File: src/rtl/controlador_porta.sv
// Automatic door opener: motor-sequencing FSM around the open rule ~c & (h | p),
// with hold timer, obstruction reversal and latched fault on timeout or limit conflict.
module controlador_porta #(
    parameter int HOLD_CYCLES    = 16,
    parameter int MOTION_TIMEOUT = 64
) (
    input  logic clk,
    input  logic rst,
    input  logic c,
    input  logic h,
    input  logic p,
    input  logic lim_open,
    input  logic lim_closed,
    output logic motor_open,
    output logic motor_close,
    output logic door_open,
    output logic fault
);

    localparam int HW = $clog2(HOLD_CYCLES + 1);
    localparam int MW = $clog2(MOTION_TIMEOUT);

    localparam logic [HW-1:0] HOLD_LOAD = HW'(HOLD_CYCLES);
    localparam logic [HW-1:0] HOLD_LAST = HW'(1);
    localparam logic [MW-1:0] MOT_LAST  = MW'(MOTION_TIMEOUT - 1);

    typedef enum logic [2:0] {
        ST_CLOSED,
        ST_OPENING,
        ST_OPEN,
        ST_CLOSING,
        ST_FAULT
    } state_t;

    state_t        state;
    state_t        state_nxt;
    logic [HW-1:0] hold_cnt;
    logic [HW-1:0] hold_nxt;
    logic [MW-1:0] mot_cnt;
    logic [MW-1:0] mot_nxt;

    logic pres;
    logic req;
    logic lim_conflict;

    assign pres         = h | p;
    assign req          = ~c & pres;
    assign lim_conflict = lim_open & lim_closed;

    always_ff @(posedge clk) begin
        if (rst) begin
            state    <= ST_CLOSED;
            hold_cnt <= '0;
            mot_cnt  <= '0;
        end else begin
            state    <= state_nxt;
            hold_cnt <= hold_nxt;
            mot_cnt  <= mot_nxt;
        end
    end

    // Both limit switches active at once means broken wiring: fault from any state.
    always_comb begin
        state_nxt = state;
        hold_nxt  = hold_cnt;
        mot_nxt   = mot_cnt;

        if (lim_conflict) begin
            state_nxt = ST_FAULT;
        end else begin
            unique case (state)
                ST_CLOSED: begin
                    if (req) begin
                        state_nxt = ST_OPENING;
                        mot_nxt   = '0;
                    end
                end

                ST_OPENING: begin
                    if (lim_open) begin
                        state_nxt = ST_OPEN;
                        hold_nxt  = HOLD_LOAD;
                    end else if (mot_cnt == MOT_LAST) begin
                        state_nxt = ST_FAULT;
                    end else begin
                        mot_nxt = mot_cnt + MW'(1);
                    end
                end

                // Presence keeps the door open even when locked; lock only shortens the hold.
                ST_OPEN: begin
                    if (pres) begin
                        hold_nxt = HOLD_LOAD;
                    end else if (c || hold_cnt == HOLD_LAST) begin
                        state_nxt = ST_CLOSING;
                        mot_nxt   = '0;
                    end else begin
                        hold_nxt = hold_cnt - HW'(1);
                    end
                end

                // Reversal is checked before the closed limit so a person is never trapped.
                ST_CLOSING: begin
                    if (pres) begin
                        state_nxt = ST_OPENING;
                        mot_nxt   = '0;
                    end else if (lim_closed) begin
                        state_nxt = ST_CLOSED;
                    end else if (mot_cnt == MOT_LAST) begin
                        state_nxt = ST_FAULT;
                    end else begin
                        mot_nxt = mot_cnt + MW'(1);
                    end
                end

                ST_FAULT: begin
                    state_nxt = ST_FAULT;
                end

                default: begin
                    state_nxt = ST_FAULT;
                end
            endcase
        end
    end

    assign motor_open  = (state == ST_OPENING);
    assign motor_close = (state == ST_CLOSING);
    assign door_open   = (state == ST_OPEN);
    assign fault       = (state == ST_FAULT);

    always_ff @(posedge clk) begin
        if (!rst) begin
            assert (!(motor_open && motor_close));
        end
    end

endmodule
File: config.mk
export PLATFORM = sky130hd
export DESIGN_NAME = controlador_porta
export DESIGN_NICKNAME = d
export VERILOG_FILES = /design/src/rtl/controlador_porta.sv
export SDC_FILE = /design/constraint.sdc
export NUM_CORES = 1
export LEC_CHECK = 0
export ABC_AREA = 1
export CAP_MARGIN = 20
export CORE_MARGIN = 3
export CORE_UTILIZATION = 45
export CTS_CLUSTER_DIAMETER = 60
export DETAILED_ROUTE_END_ITERATION = 8
export HOLD_SLACK_MARGIN = 0.1
export PLACE_DENSITY_LB_ADDON = 0.05
export REMOVE_ABC_BUFFERS = 1
export SKIP_LAST_GASP = 1
export SYNTH_ARGS = -nofsm -noshare
export SYNTH_HDL_FRONTEND = slang
export SYNTH_SLANG_ARGS = --single-unit
File: constraint.sdc
create_clock -name clk -period 3 [get_ports clk]
set_input_delay 0.6 -clock clk [delete_from_list [all_inputs] [get_ports clk]]
set_output_delay 0.6 -clock clk [all_outputs]
set_load 0.005 [all_outputs]
==> summary.txt, run 1 <==
Global routing
  • Antenna violations before repair: 0
  • Congestion Overflow GR: 0
  • First-pass GRT wire length: 4.33 mm
  • GRT busiest layer: met2
  • Number of global-route vias before repair: 1063
  • Largest net degree at the start of global routing: 11
  • GR Layer Usage met1: 0.249
  • Global-route usage over all layers: 0.203
  • Met2 Usage GRT: 0.329
  • GR Layer Usage met3: 0.0648

Power
  • Worst IR drop on VDD: 0.218 mV
  • P_leak: 0.519 nW
  • Power Density: 357 mW/mm^2

Cells and area
  • Finished Cell Area: 0.00118 sq mm
  • Antenna Cells: 0
  • Nets: 189
  • Layout cells sized above 1: 0.124
  • End-of-flow core utilization: 0.578
  • Synth-to-layout area growth: 16.4%

Timing
  • RSZ-0062 raised after global routing: no
  • Slew @ Worst Pin: 0.362 ns
  • Slew Limit Headroom: 0.758
  • Setup Skew: 0.0127 ns
  • Minimum clock period: 2.27 ns
  • Hold Vio Cnt, Final: 0
  • Post-route setup slack: 0.733 ns
  • Setup violations, final: 0
  • Final Max Tran Viols: 0
  • FMAX: 0.441 GHz
  • Fin crit share: 0.756
  • Final TNS setup: 0 ns

Synthesis
  • Total of warnings raised by yosys: 0
  • Synth Register Bits: 14
  • Syn Inst Count: 165
  • Post-synth EDFFs: 0
  • Predominant post-synthesis flop cell: dfxtp_1
  • Sequential share of the synthesized area: 0.277
  • Synth area leader: dfxtp_1
  • Avg Cell Area, Syn: 6.14 sq um
  • Post-synth top cells: 49 x nand2_1, 21 x inv_1, 16 x nor2_1
  • Post-Syn Area: 0.00101 sq mm
  • Count leader, synth: nand2_1
  • Cell variety after synth: 23
  • Leading post-synthesis cells by cell area: dfxtp_1 28%, nand2_1 18%, inv_1 7.8%
  • Post-synth ARST share: 0
  • Yosys top cell area share: 0.277

Worst setup path
  • Delay-heaviest family, CP: buffers and inverters
  • CP required: 2.40 ns
  • Largest stage delay on the critical path: 0.54 ns
  • CP arrival: 1.67 ns
  • Slowest cell on crit path: clkdlybuf4s50_1
  • CP Capture Type: output port
  • CP Max Fanout: 7
  • WP buf/inv: 2
  • Crit path launch type: register
  • Crit-path cells: nand3_1, inv_1, clkdlybuf4s50_1
  • Worst setup path category: reg -> out

Route
  • Starting DRT DRC Count: 30
  • DR WL/cell: 11.2 um
  • DRC: 0
  • Post-DR vias/cell: 5.14
  • DRT Pass-1 Iters: 4
  • Wirelength, routed: 2.29 mm
  • Post-DRT Antenna Nets: 0
  • Via Count: 1053

Floorplan
  • Core Footprint: 0.00204 sq mm
  • Num rows: 16
  • Die width: 53.5 um
  • Die Y: 53.5 um
  • Io pins: 11
  • Starting Density: 0.496
  • Die area: 0.00286 sq mm

CTS
  • Postcts setup bufs: 0
  • CTS tree: done
  • H-tree depth: 1
  • Clock sinks: 14
  • Post-CTS Hold Buffers: 0
  • Num CTS Buffers: 3
  • Worst-path clk slew: 0.09 ns
  • Worst-Skew Late Latency: 0.29 ns
  • Maximum clock path buffer count: 2
  • Root Driver: clkbuf_4
  • Post_cts resized: 0

Place
  • Final Wtd Congestion: 0.903
  • Pre-CTS setup slack: 0.768 ns
  • Post-place instance area: 0.00114 sq mm
  • HPWL after DPL: 1.79 mm
  • Number of buffers added on ports: 10

Status
  • Status: completed

Flow run
  • Max-Cap Viols: 0

Min path
  • Tightest Hold Check Type: reg -> reg
[metrics by stage]
stage	hold slack, ns	std cells	power, mW
after floorplan	0.448	164	0.258
after global placement	0.476	201	0.286
after detailed placement	0.479	201	0.287
after CTS	0.495	205	0.424
after global routing	0.517	205	0.445
final	0.498	205	0.421
[sequential cells by signal, summed over array words and instances (netlist names)]
signal,flops
hold_cnt,5
mot_cnt,6
state,3
[power breakdown]
group | leakage (nW) | internal [mW] | switching, mW
Sequential | 0.113 | 0.192 | 0.00758
Combinational | 0.385 | 0.0339 | 0.0503
Clock | 0.0210 | 0.0739 | 0.0634
Total | 0.519 | 0.300 | 0.121
[worst reg2reg max path, delay by kind of cell (launching register included)]
family                     cells  cell delay [ns]
adders and majority gates      1             0.20
DFF                            1             0.41
and+or+nand+nor                6             0.65
AOI/OAI and AO/OA              2             0.25
[metal layers]
layer  vias to the layer above  part of all wire
met2                        17              0.47
met5                         -                 0
li1                        557                 -
met3                         2             0.037
met1                       477              0.49
met4                         0            0.0044
[cell families after synthesis]
| family | count (synthesis) | synth area share |
|---|---|---|
| buffers and inverters | 26 | 0.0963 |
| flip-flops | 14 | 0.277 |
| AND/OR/NAND/NOR | 100 | 0.468 |
| AO/OA/AOI/OAI | 22 | 0.122 |
| adder cells (fa/ha/maj) | 3 | 0.0370 |
[cell type report]
cell class                      count  area, sq um
Sequential cell                    14          280
Clock buffer                        4         36.3
Timing Repair Buffer               10          100
Tap cell                           27         33.8
Inverter                           25         93.8
Multi-Input combinational cell    125          636
Fill cell                         219          862
[layout by cell type, fill, tap and decap left out, types with 4 or more instances in the layout]
cell	instances
o21ai_0	4
dfxtp_1	14
nor2_2	5
nand2_1	49
inv_1	21
inv_2	4
a21oi_1	13
nor2_1	16
nand3_1	14
clkdlybuf4s50_1	10
nand4_1	5
[final timing paths]
check / start / end / slack [ns] / cells past startpoint
hold / removal: mot_cnt[3] / mot_cnt[3] / 0.50 / 2
setup reg to reg: mot_cnt[0] / mot_cnt[2] / 1.42 / 9
setup / recovery: state[1] / motor_close / 0.73 / 3
hold reg to reg: mot_cnt[3] / mot_cnt[3] / 0.50 / 2
No activity file was read; power rests on OpenSTA's default activity.
==> inputs of run 2 (changes only) <==
Clock period 3 ns to 2.1 ns, I/O delays scaled along.
==> run 2 against run 1 <==
Compared with the run above: die area is the same; first-iteration DRC count decreased by 30%; highest routed layer unchanged; wire length rose by 4.1%; clock power grew 47%.
==> summary.txt, run 2 (same netlist as run 1, synthesis figures left out) <==
Global routing
  • First-pass GRT wire length: 4.19 mm (-3.3%)
  • Congestion Overflow GR: 0 (unchanged)
  • Largest net degree at the start of global routing: 11 (unchanged)
  • Antenna violations before repair: 0 (unchanged)
  • Global-route usage over all layers: 0.199 (-0.00373)
  • Number of global-route vias before repair: 982 (-7.6%)

Worst setup path
  • Worst setup path category: reg -> out
  • CP arrival: 1.62 ns (-0.05 ns)
  • CP Capture Type: output port
  • Crit path launch type: register
  • Worst reg-to-reg setup slack: 0.47 ns (-0.95 ns)
  • Crit path from: state[2]
  • R2R depth: 9 (unchanged)
  • CP Max Fanout: 7 (unchanged)
  • FF-to-FF End: mot_cnt[2]
  • Worst r2r src: mot_cnt[0]
  • CP required: 1.68 ns (-0.72 ns)

Cells and area
  • Layout cells sized above 1: 0.148 (+0.0248)
  • Antenna Cells: 0 (unchanged)
  • Most common cell after layout, fill and taps aside: nand2_1
  • Reg with most FFs: mot_cnt
  • Synth-to-layout area growth: 19.5%
  • Max FFs per register: 6 (unchanged)
  • Fill cell count: 216 (-1.4%)
  • Nets: 193 (+2.1%)
  • Largest registers: mot_cnt x6, hold_cnt x5, state x3
  • Most frequent cells in the layout: 49 x nand2_1, 21 x inv_1, 16 x nor2_1, 14 x nand3_1

Timing
  • Post-route setup slack: 0.0571 ns (-0.676 ns)
  • FMAX: 0.490 GHz
  • Final TNS setup: 0 ns (unchanged)
  • Fin crit share: 0.973
  • Setup violations, final: 0 (unchanged)
  • Hold Vio Cnt, Final: 0 (unchanged)
  • Setup Skew: 0.00968 ns (-0.00302 ns)
  • Slew Limit Headroom: 0.719 (-0.0389)
  • Final Max Tran Viols: 0 (unchanged)
  • Minimum clock period: 2.04 ns
  • Slew @ Worst Pin: 0.420 ns (+0.0582 ns)

Min path
  • Tightest Hold Check Type: reg -> reg
  • Hold Crit Start: mot_cnt[3]
  • Worst hold endpoint: mot_cnt[3]
  • Worst Hold Path Cells: 2 (unchanged)

CTS
  • Num CTS Buffers: 3 (unchanged)
  • H-tree depth: 1 (unchanged)
  • Maximum clock path buffer count: 2 (unchanged)
  • CTS tree: done
  • Post-CTS Hold Buffers: 0 (unchanged)
  • Root Driver: clkbuf_4
  • Clock sinks: 14 (unchanged)
  • Worst-Skew Late Latency: 0.29 ns (about the same)
  • Worst-path clk slew: 0.10 ns (about the same)

Route
  • DRT Pass-1 Iters: 4 (unchanged)
  • Post-DRT Antenna Nets: 0 (unchanged)
  • Wirelength, routed: 2.38 mm (+4.1%)
  • Post-DR vias/cell: 5.18 (+0.79%)
  • Starting DRT DRC Count: 21 (-30%)
  • DRC: 0 (unchanged)
  • DR WL/cell: 11.4 um (+2.1%)
  • Via Count: 1082 (+2.8%)

Floorplan
  • Die area: 0.00286 sq mm (unchanged)
  • Die Y: 53.5 um (unchanged)
  • Die width: 53.5 um (unchanged)
  • Num rows: 16 (unchanged)
  • Core Footprint: 0.00204 sq mm (unchanged)
  • Io pins: 11 (unchanged)
  • Starting Density: 0.496 (unchanged)

Place
  • Number of buffers added on ports: 10 (unchanged)
  • Pre-CTS setup slack: 0.162 ns (-0.605 ns)
  • HPWL after DPL: 1.80 mm (+0.83%)
  • Final Wtd Congestion: 0.830 (-8.2%)

Flow run
  • Max-Cap Viols: 0 (unchanged)

Status
  • Status: completed

Power
  • Power Density: 507 mW/mm^2 (+42%)
  • Worst IR drop on VDD: 0.399 mV (+83%)
  • P_leak: 0.538 nW (+3.6%)
-- run 2: cell count changes in the layout (fill, tap and decap cells not counted) --
| cell | change |
|---|---|
| buf_4 | +4 |
| dfxtp_1 | -1 |
| dfxtp_2 | +1 |
-- run 2: timing repair --
action | CTS | global route
resized for setup | 0 | 1
endpoints found under the setup margin | 0 | 2
buffers inserted | 0 | 3
hold endpoints to repair | 0 | 0
-- run 2: worst max-delay path by stage --
stage	to	slack (ns)	depth (start not counted)
3_3_place_gp	mot_cnt[2]	0.22	9
2_1_floorplan	mot_cnt[2]	0.75	9
3_5_place_dp	mot_cnt[0]	0.16	9
5_1_grt	door_open	-0.02	4
6_report	motor_close	0.06	4
4_1_cts	motor_close	0.008	3
-- run 2: through the flow --
| step | power, mW | area (sq um) | cells | util | hold WS [ns] |
|---|---|---|---|---|---|
| 2_1_floorplan | 0.368 | 1010 | 164 | - | 0.448 |
| 3_3_place_gp | 0.409 | 1150 | 202 | 0.564 | 0.470 |
| 3_5_place_dp | 0.412 | 1150 | 202 | 0.564 | 0.476 |
| 4_1_cts | 0.617 | 1190 | 206 | 0.581 | 0.487 |
| 5_1_grt | 0.652 | 1210 | 209 | 0.593 | 0.522 |
| 6_report | 0.614 | 1210 | 209 | 0.593 | 0.487 |
-- run 2: report_power, final --
part           internal [mW]  switching (mW)  total [mW]  leakage, nW
registers              0.274          0.0111       0.285        0.114
clock network          0.106          0.0965       0.202       0.0210
logic                 0.0539          0.0728       0.127        0.403
-- run 2: per-layer routing --
layer	share of wire	vias to the layer above	global-route usage	wire, um
met4	0.017	0	0.0894	40
met1	0.49	485	0.263	1160
met3	0.037	5	0.0338	89
met5	0	-	0	0
li1	-	570	-	-
met2	0.46	22	0.310	1090
-- run 2: critical path: stages, from the launching register on --
cell	delay [ns]
dfxtp_1	0.39
inv_2	0.15
nand3_1	0.11
inv_1	0.16
clkdlybuf4s50_1	0.52
-- run 2: cell type report --
class                      count  area (sq um)  area share
inverter                      25          93.8      0.0775
timing repair buffer          14           130       0.107
tap                           27          33.8      0.0279
sequential                    14           282       0.232
clock buffer                   4          36.3      0.0300
multi-input combinational    125           636       0.525
